File: src/rtl/bp_fe_fetch_buffer.sv
// bp_fe_fetch_buffer
//
// Fetch decoupling buffer between the FE PC generator and the FE
// memory/icache stage. Fetch requests are issued against a credit pool of
// depth_p; every issued request owns either a response slot in the buffer
// or a pending drop after a redirect. In-order multi-instruction responses
// land in a circular buffer and drain to the FE queue one instruction per
// cycle. A flush empties the buffer and converts every in-flight request
// into a pending drop, so the FE can re-steer without waiting for the
// memory pipe to empty.
//
// Handshakes: a transfer happens on a rising clk_i edge where valid and
// ready are both high. Valid never depends on ready.
//   issue = req_v_i & req_ready_o
//   pop   = out_v_o & out_ready_i
// resp_v_i has no ready. Credits guarantee that a response always has
// somewhere to go.
//
// Ports:
//   clk_i, reset_n_i   clock, asynchronous active-low reset
//   req_v_i            PC gen wants to issue a fetch
//   req_ready_o        a credit is free (always low in a flush cycle)
//   resp_v_i           in-order fetch response valid
//   resp_pc_i          PC of slot 0 of the response
//   resp_instr_i       slot i at bits [i*instr_width_p +: instr_width_p]
//   resp_cnt_i         number of valid slots, 1..fetch_width_p
//   resp_fault_i       fetch fault; the entry yields one instruction of zeros
//   flush_i            redirect: discard buffered and in-flight responses
//   out_v_o            instruction valid to the FE queue
//   out_pc_o           instruction PC
//   out_instr_o        instruction bits
//   out_fault_o        fault marker
//   out_ready_i        FE queue ready
//   occupancy_o        buffered entries
//   outstanding_o      issued, unreturned, non-discarded requests
module bp_fe_fetch_buffer #(
  parameter int vaddr_width_p = 39,
  parameter int instr_width_p = 32,
  parameter int fetch_width_p = 2,
  parameter int depth_p       = 4,
  parameter int lg_depth_lp   = ((depth_p + 1) <= 2) ? 1 : $clog2(depth_p + 1),
  parameter int lg_fetch_lp   = ((fetch_width_p + 1) <= 2) ? 1 : $clog2(fetch_width_p + 1)
) (
  input  logic                                   clk_i,
  input  logic                                   reset_n_i,
  input  logic                                   req_v_i,
  output logic                                   req_ready_o,
  input  logic                                   resp_v_i,
  input  logic [vaddr_width_p-1:0]               resp_pc_i,
  input  logic [fetch_width_p*instr_width_p-1:0] resp_instr_i,
  input  logic [lg_fetch_lp-1:0]                 resp_cnt_i,
  input  logic                                   resp_fault_i,
  input  logic                                   flush_i,
  output logic                                   out_v_o,
  output logic [vaddr_width_p-1:0]               out_pc_o,
  output logic [instr_width_p-1:0]               out_instr_o,
  output logic                                   out_fault_o,
  input  logic                                   out_ready_i,
  output logic [lg_depth_lp-1:0]                 occupancy_o,
  output logic [lg_depth_lp-1:0]                 outstanding_o
);

  localparam int ptr_w_lp = (depth_p > 1) ? $clog2(depth_p) : 1;
  // Wide enough to hold occupancy + outstanding + drop_cnt without overflow.
  localparam int sum_w_lp = lg_depth_lp + 2;
  localparam logic [ptr_w_lp-1:0] last_ptr_lp = ptr_w_lp'(depth_p - 1);

  // Entry storage (data only, no reset: validity is tracked by occupancy).
  logic [vaddr_width_p-1:0]               pc_mem    [depth_p];
  logic [fetch_width_p*instr_width_p-1:0] instr_mem [depth_p];
  logic [lg_fetch_lp-1:0]                 cnt_mem   [depth_p];
  logic                                   fault_mem [depth_p];

  // Control state.
  logic [ptr_w_lp-1:0]    head, head_n;
  logic [ptr_w_lp-1:0]    tail, tail_n;
  logic [lg_depth_lp-1:0] occupancy, occupancy_n;
  logic [lg_depth_lp-1:0] outstanding, outstanding_n;
  logic [lg_depth_lp-1:0] drop_cnt, drop_cnt_n;
  logic [lg_fetch_lp-1:0] slot, slot_n;

  // Event decode.
  logic [sum_w_lp-1:0]    credit_sum;
  logic                   credit_ok;
  logic                   issue;
  logic                   has_entry;
  logic                   pop;
  logic                   retire;
  logic                   dropping;
  logic                   resp_accept;
  logic [lg_fetch_lp-1:0] last_slot;
  logic [vaddr_width_p-1:0] slot_offset;

  function automatic logic [ptr_w_lp-1:0] ptr_inc(input logic [ptr_w_lp-1:0] p);
    return (p == last_ptr_lp) ? '0 : p + 1'b1;
  endfunction

  assign credit_sum = sum_w_lp'(occupancy) + sum_w_lp'(outstanding) + sum_w_lp'(drop_cnt);
  assign credit_ok  = credit_sum < sum_w_lp'(depth_p);

  // Gated by reset_n_i so no credit is advertised while reset is held.
  assign req_ready_o = reset_n_i & ~flush_i & credit_ok;
  assign issue       = req_v_i & req_ready_o;

  assign has_entry = (occupancy != '0);
  assign out_v_o   = has_entry & ~flush_i;
  assign pop       = out_v_o & out_ready_i;

  // Fault entries are stored with cnt=1, so they retire on their first pop.
  assign last_slot = cnt_mem[head] - 1'b1;
  assign retire    = pop & (slot == last_slot);

  // While drops are pending, every response belongs to a pre-flush request.
  assign dropping    = (drop_cnt != '0);
  assign resp_accept = resp_v_i & ~flush_i & ~dropping;

  // Slot k sits at pc + 4*k; the add wraps modulo 2^vaddr_width_p.
  assign slot_offset = vaddr_width_p'({slot, 2'b00});

  assign out_pc_o    = has_entry ? (pc_mem[head] + slot_offset) : '0;
  assign out_fault_o = has_entry & fault_mem[head];
  assign out_instr_o = (has_entry & ~fault_mem[head])
                       ? instr_mem[head][slot*instr_width_p +: instr_width_p]
                       : '0;

  assign occupancy_o   = occupancy;
  assign outstanding_o = outstanding;

  always_comb begin
    head_n        = head;
    tail_n        = tail;
    occupancy_n   = occupancy;
    outstanding_n = outstanding;
    drop_cnt_n    = drop_cnt;
    slot_n        = slot;

    if (flush_i) begin
      // Every in-flight request becomes a drop. A response arriving in the
      // flush cycle is one of those requests, so it consumes one drop now.
      head_n        = tail;
      occupancy_n   = '0;
      slot_n        = '0;
      outstanding_n = '0;
      drop_cnt_n    = drop_cnt + outstanding - lg_depth_lp'(resp_v_i);
    end else begin
      outstanding_n = outstanding + lg_depth_lp'(issue) - lg_depth_lp'(resp_accept);
      occupancy_n   = occupancy + lg_depth_lp'(resp_accept) - lg_depth_lp'(retire);
      if (resp_v_i && dropping) begin
        drop_cnt_n = drop_cnt - 1'b1;
      end
      if (resp_accept) begin
        tail_n = ptr_inc(tail);
      end
      if (retire) begin
        head_n = ptr_inc(head);
        slot_n = '0;
      end else if (pop) begin
        slot_n = slot + 1'b1;
      end
    end
  end

  always_ff @(posedge clk_i or negedge reset_n_i) begin
    if (!reset_n_i) begin
      head        <= '0;
      tail        <= '0;
      occupancy   <= '0;
      outstanding <= '0;
      drop_cnt    <= '0;
      slot        <= '0;
    end else begin
      head        <= head_n;
      tail        <= tail_n;
      occupancy   <= occupancy_n;
      outstanding <= outstanding_n;
      drop_cnt    <= drop_cnt_n;
      slot        <= slot_n;
    end
  end

  always_ff @(posedge clk_i) begin
    if (resp_accept) begin
      pc_mem[tail]    <= resp_pc_i;
      instr_mem[tail] <= resp_instr_i;
      cnt_mem[tail]   <= resp_fault_i ? lg_fetch_lp'(1) : resp_cnt_i;
      fault_mem[tail] <= resp_fault_i;
    end
  end

`ifndef SYNTHESIS
  // A non-fault response must carry 1..fetch_width_p slots.
  a_resp_cnt_legal: assert property (@(posedge clk_i) disable iff (!reset_n_i)
    (resp_v_i && !resp_fault_i) |->
      (resp_cnt_i != '0 && resp_cnt_i <= lg_fetch_lp'(fetch_width_p)));

  // Every response must match an issued request (live or pending drop).
  a_resp_expected: assert property (@(posedge clk_i) disable iff (!reset_n_i)
    resp_v_i |-> (outstanding != '0 || drop_cnt != '0));

  // The credit pool is never oversubscribed.
  a_credit_bound: assert property (@(posedge clk_i) disable iff (!reset_n_i)
    credit_sum <= sum_w_lp'(depth_p));
`endif

endmodule
File: config.mk
export PLATFORM = sky130hd
export DESIGN_NAME = bp_fe_fetch_buffer
export DESIGN_NICKNAME = d
export VERILOG_FILES = /design/src/rtl/bp_fe_fetch_buffer.sv
export SDC_FILE = /design/constraint.sdc
export NUM_CORES = 1
export LEC_CHECK = 0
export CAP_MARGIN = 20
export CELL_PAD_IN_SITES_DETAIL_PLACEMENT = 1
export CELL_PAD_IN_SITES_GLOBAL_PLACEMENT = 1
export CORE_ASPECT_RATIO = 0.75
export CORE_MARGIN = 1.5
export CORE_UTILIZATION = 49
export DETAILED_ROUTE_END_ITERATION = 6
export GPL_TIMING_DRIVEN = 0
export PLACE_DENSITY_LB_ADDON = 0.1
export SLEW_MARGIN = 10
export SYNTH_ARGS = -nofsm -noshare
export SYNTH_HDL_FRONTEND = slang
export SYNTH_SLANG_ARGS = --single-unit
File: constraint.sdc
create_clock -name clk_i -period 4.6 [get_ports clk_i]
set_input_delay 0.92 -clock clk_i [delete_from_list [all_inputs] [get_ports clk_i]]
set_output_delay 0.92 -clock clk_i [all_outputs]
set_load 0.02 [all_outputs]
==> metrics.md <==
| Metric | Value |
|---|---|
| Die Y | `169.9 um` |
| FF+latch count, synth | `439` |
| CP required | `3.68 ns` |
| Final Hold Fails | `0` |
| P_int | `~8.1 mW` |
| Worst R2R Start | `head[0]$_DFFE_PN0P_` |
| Critical path class | `reg2out` |
| CTS Buf Count | `44` |
| GRT Total Usage | `22.83%` |
| Initial antenna violation count | `3` |
| RSZ-0062 raised after global routing | `true` |
| Main synth FF type | `edfxtp_1` |
| 1st-iter DRT viols | `617` |
| Xor and xnor area share after synthesis | `between 1 and 1.5%` |
| Sequential-to-total area share from yosys stat | `72.05%` |
| Simple-Gate Fraction of Synth Area | `5.344%` |
| Worst min-delay path startpoint | `drop_cnt[1]$_DFFE_PN0P_` |
| EDFF count, synth | `424` |
| H-Tree Depth | `2` |
| FP Rows | `60` |
| Pre-antenna DRT Iters | `5` |
| Sw Share | `28.78%` |
| Status | `completed` |
| Post-route cell area | `around 23000 um^2` |
| Synth area leaders | `edfxtp_1, mux4_2, mux4_1, dfrtp_1, mux2i_1` |
| Max Clock Skew | `a little under 0.02 ns` |
| Clock share of power | `between 30% and 40%` |
| CP max stage cell | `mux4_2` |
| Clk slew on worst S/H paths | `0.06 ns` |
| Final net count | `about 1300` |
| Mapped Nets | `around 1100` |
| LEAKAGE | `7.508 nW` |
| Crit end category | `primary output` |
| Final Slew Violations | `0` |
| Vias per cell | `around 5.7` |
| Largest fanout on the critical path | `7` |
| Worst Tran Pin Value | `0.9698 ns` |
| Hold buffers post-CTS | `0` |
| Final Wtd Congestion | `0.7618` |
| Final setup fails | `0` |
| Worst Setup Start Kind | `flip-flop` |
| Synth warn | `0` |
| Largest family of logic cells by synthesized area | `multiplexers` |
| Post-synth design cell area | `~18000 um^2` |
| Clk sinks | `439` |
| Synth top cells by count | `edfxtp_1, mux4_2, nor2_1` |
| Post-synth top area cell | `edfxtp_1` |
| Critical path's top delay family | `simple AND/OR/NAND/NOR gates` |
| ANT nets after route | `0` |
| Die Footprint | `around 38000 um^2` |
| Number of I/O pins | `~190` |
| WP buf/inv | `5` |
| Post-synthesis compound-gate area fraction | `1.919%` |
| Final min period | `around 4.6 ns` |
| Worst path cell trace | `buf_12, buf_16, buf_12, mux4_2, ha_4, a21o_1, and4_1, buf_6, nand4_4, or4_4, a21oi_4, buf_6` |
| Period Utilization, post-route | `99.53%` |
| DRC Markers | `0` |
| Post-synthesis mux area share | `15.34%` |
| CP Launch Point | `head[0]$_DFFE_PN0P_` |
| Worst Path Arrival | `between 3 and 4 ns` |
| Share of layout cells above drive strength 1 | `22.73%` |
| CTS tree | `yes` |
| Placed Instance Area | `20970 um^2` |
| Final core utilization | `62.69%` |
| Syn Area/Cell | `19.65 um^2` |
| Post-synthesis adder-cell area fraction | `approximately 2.0%` |
| Root Driver | `clkbuf_16` |
| HPWL after detailed placement | `roughly 27000 um` |
| Most common cell in the netlist | `edfxtp_1` |
| Die W | `around 230 um` |
| Slew HR | `between 30% and 40%` |
| Vias in the first global route | `10460` |
| Post-synth cell types | `53` |
| Peak VDD IR | `330.8 uV` |
| Grt ovf | `0` |
| Pwr per Cell Area | `about 500 nW/um^2` |
| Slowest stage delay, CP | `0.55 ns` |
| HP Class | `reg2reg` |
| Area Overhead vs Synth | `24.69%` |
| First-pass GRT wire length | `about 64000 um` |
| Fmax achieved | `218.4 MHz` |
| Initial Util | `50.28%` |
| Worst-Skew Late Latency | `about 0.57 ns` |
| Routed len/inst | `24.90 um` |
| Post-synthesis async set-or-reset flop share | `roughly 3.4%` |
| Flop pwr share | `40.8%` |
| Total wire length | `~43000 um` |
| Via Count | `slightly below 10000` |
| Fillers | `roughly 3100` |
| Largest net degree at the start of global routing | `53` |
| Mapped Cells | `roughly 900` |
| Core footprint | `36180 um^2` |
| P_sw | `3.273 mW` |
| Combinational power share | `27.9%` |
| Max-cap violation count | `0` |
| Synth top area share | `69.99%` |
| Hold slack | `0.5708 ns` |
| Port bufs | `191` |
| Clk buf depth | `3` |
[metal layers]
| metal | share of wire [%] | vias up | global-route usage, % | routed length, um |
|---|---|---|---|---|
| met2 | 50 | 262 | 37.79 | 21220 |
| met3 | 5.3 | 67 | 4.403 | 2281 |
| met1 | 44 | 5167 | 31.57 | 18650 |
| met5 | 0.030 | - | 0 | 13 |
| li1 | - | 4310 | - | - |
| met4 | 1.6 | 2 | 5.603 | 703 |
[cells in the final DEF (no fill, tap or decap), types with 12 or more instances in the layout]
master	count
a21oi_1	17
buf_2	23
buf_4	25
clkbuf_1	16
clkbuf_16	45
clkdlybuf4s50_1	157
clkinv_1	12
dfrtp_1	14
edfxtp_1	424
ha_1	16
inv_1	23
mux2i_1	33
mux4_1	12
mux4_2	94
nand2_1	22
nand3_1	13
nor2_1	58
xor2_1	12
[stage by stage]
stage | worst slack, ns | setup TNS (ns) | cells | power [mW]
after floorplan | 0.1985 | 0 | 926 | 6.720
after global placement | -2.506 | -1058.03 | 1613 | 7.667
after detailed placement | -1.272 | -33.12 | 1622 | 7.756
after CTS | -0.01927 | -0.01927 | 1715 | 11.46
after global routing | -0.1166 | -0.1877 | 1719 | 11.82
final | 0.02176 | 0 | 1721 | 11.37
[worst reg2reg max path, delay by kind of cell, from the launching register on]
kind,cells,cell delay (ns)
xor+xnor,3,0.55
fa+ha+maj,3,0.72
buf+inv,4,0.77
flops,1,0.39
mux,2,0.93
simple gates,2,0.34
[registers in the layout, summed over array words and instances (netlist names)]
signal         flops
instr_mem        256
pc_mem           156
cnt_mem            8
fault_mem          4
drop_cnt           3
occupancy_o        3
outstanding_o      3
head               2
slot               2
tail               2
[final cells by class]
| class | count | area (um^2) | area share, % |
|---|---|---|---|
| timing repair buffer | 223 | 2272 | 10.02 |
| antenna | 2 | 5.005 | 0.02206 |
| clock inverter | 27 | 254.0 | 1.120 |
| inverter | 23 | 86.33 | 0.3806 |
| sequential | 439 | 13110 | 57.79 |
| clock buffer | 52 | 1162 | 5.124 |
| buffer | 43 | 361.6 | 1.594 |
| multi-input combinational | 416 | 4813 | 21.22 |
| tap | 496 | 620.6 | 2.736 |
[final timing paths]
check	end	slack, ns	depth (start not counted)
min	drop_cnt[1]$_DFFE_PN0P_	0.57	2
max	out_pc_o[37]	0.02	12
min reg2reg	drop_cnt[1]$_DFFE_PN0P_	0.57	2
min in group asynchronous	outstanding_o[1]$_DFF_PN0_	0.83	1
max in group asynchronous	head[1]$_DFFE_PN0P_	3.21	1
max reg2reg	occupancy_o[2]$_DFF_PN0_	0.77	14
[power groups by stage]
stage | clock network (mW) | registers [mW] | logic [mW]
finish | 3.56 | 4.64 | 3.17
global route | 3.76 | 4.66 | 3.41
CTS | 3.63 | 4.64 | 3.19
detailed placement | 0 | 4.72 | 3.04
global placement | 0 | 4.74 | 2.93
floorplan | 0 | 4.73 | 1.99
[kinds of logic after synthesis]
group / Yosys count
multiplexers: 140
buffers and inverters: 71
AND/OR/NAND/NOR: 171
adder cells (fa/ha/maj): 25
flip-flops: 439
XOR/XNOR: 23
AO/OA/AOI/OAI: 57
[repair_timing]
action,4_1_cts,5_1_grt
pin swaps,14,4
cloned,1,0
buffers inserted,16,6
setup endpoints to repair,71,28
resized for setup,152,15
endpoints found under the hold margin,0,0
No activity file was read; power rests on OpenSTA's default activity.
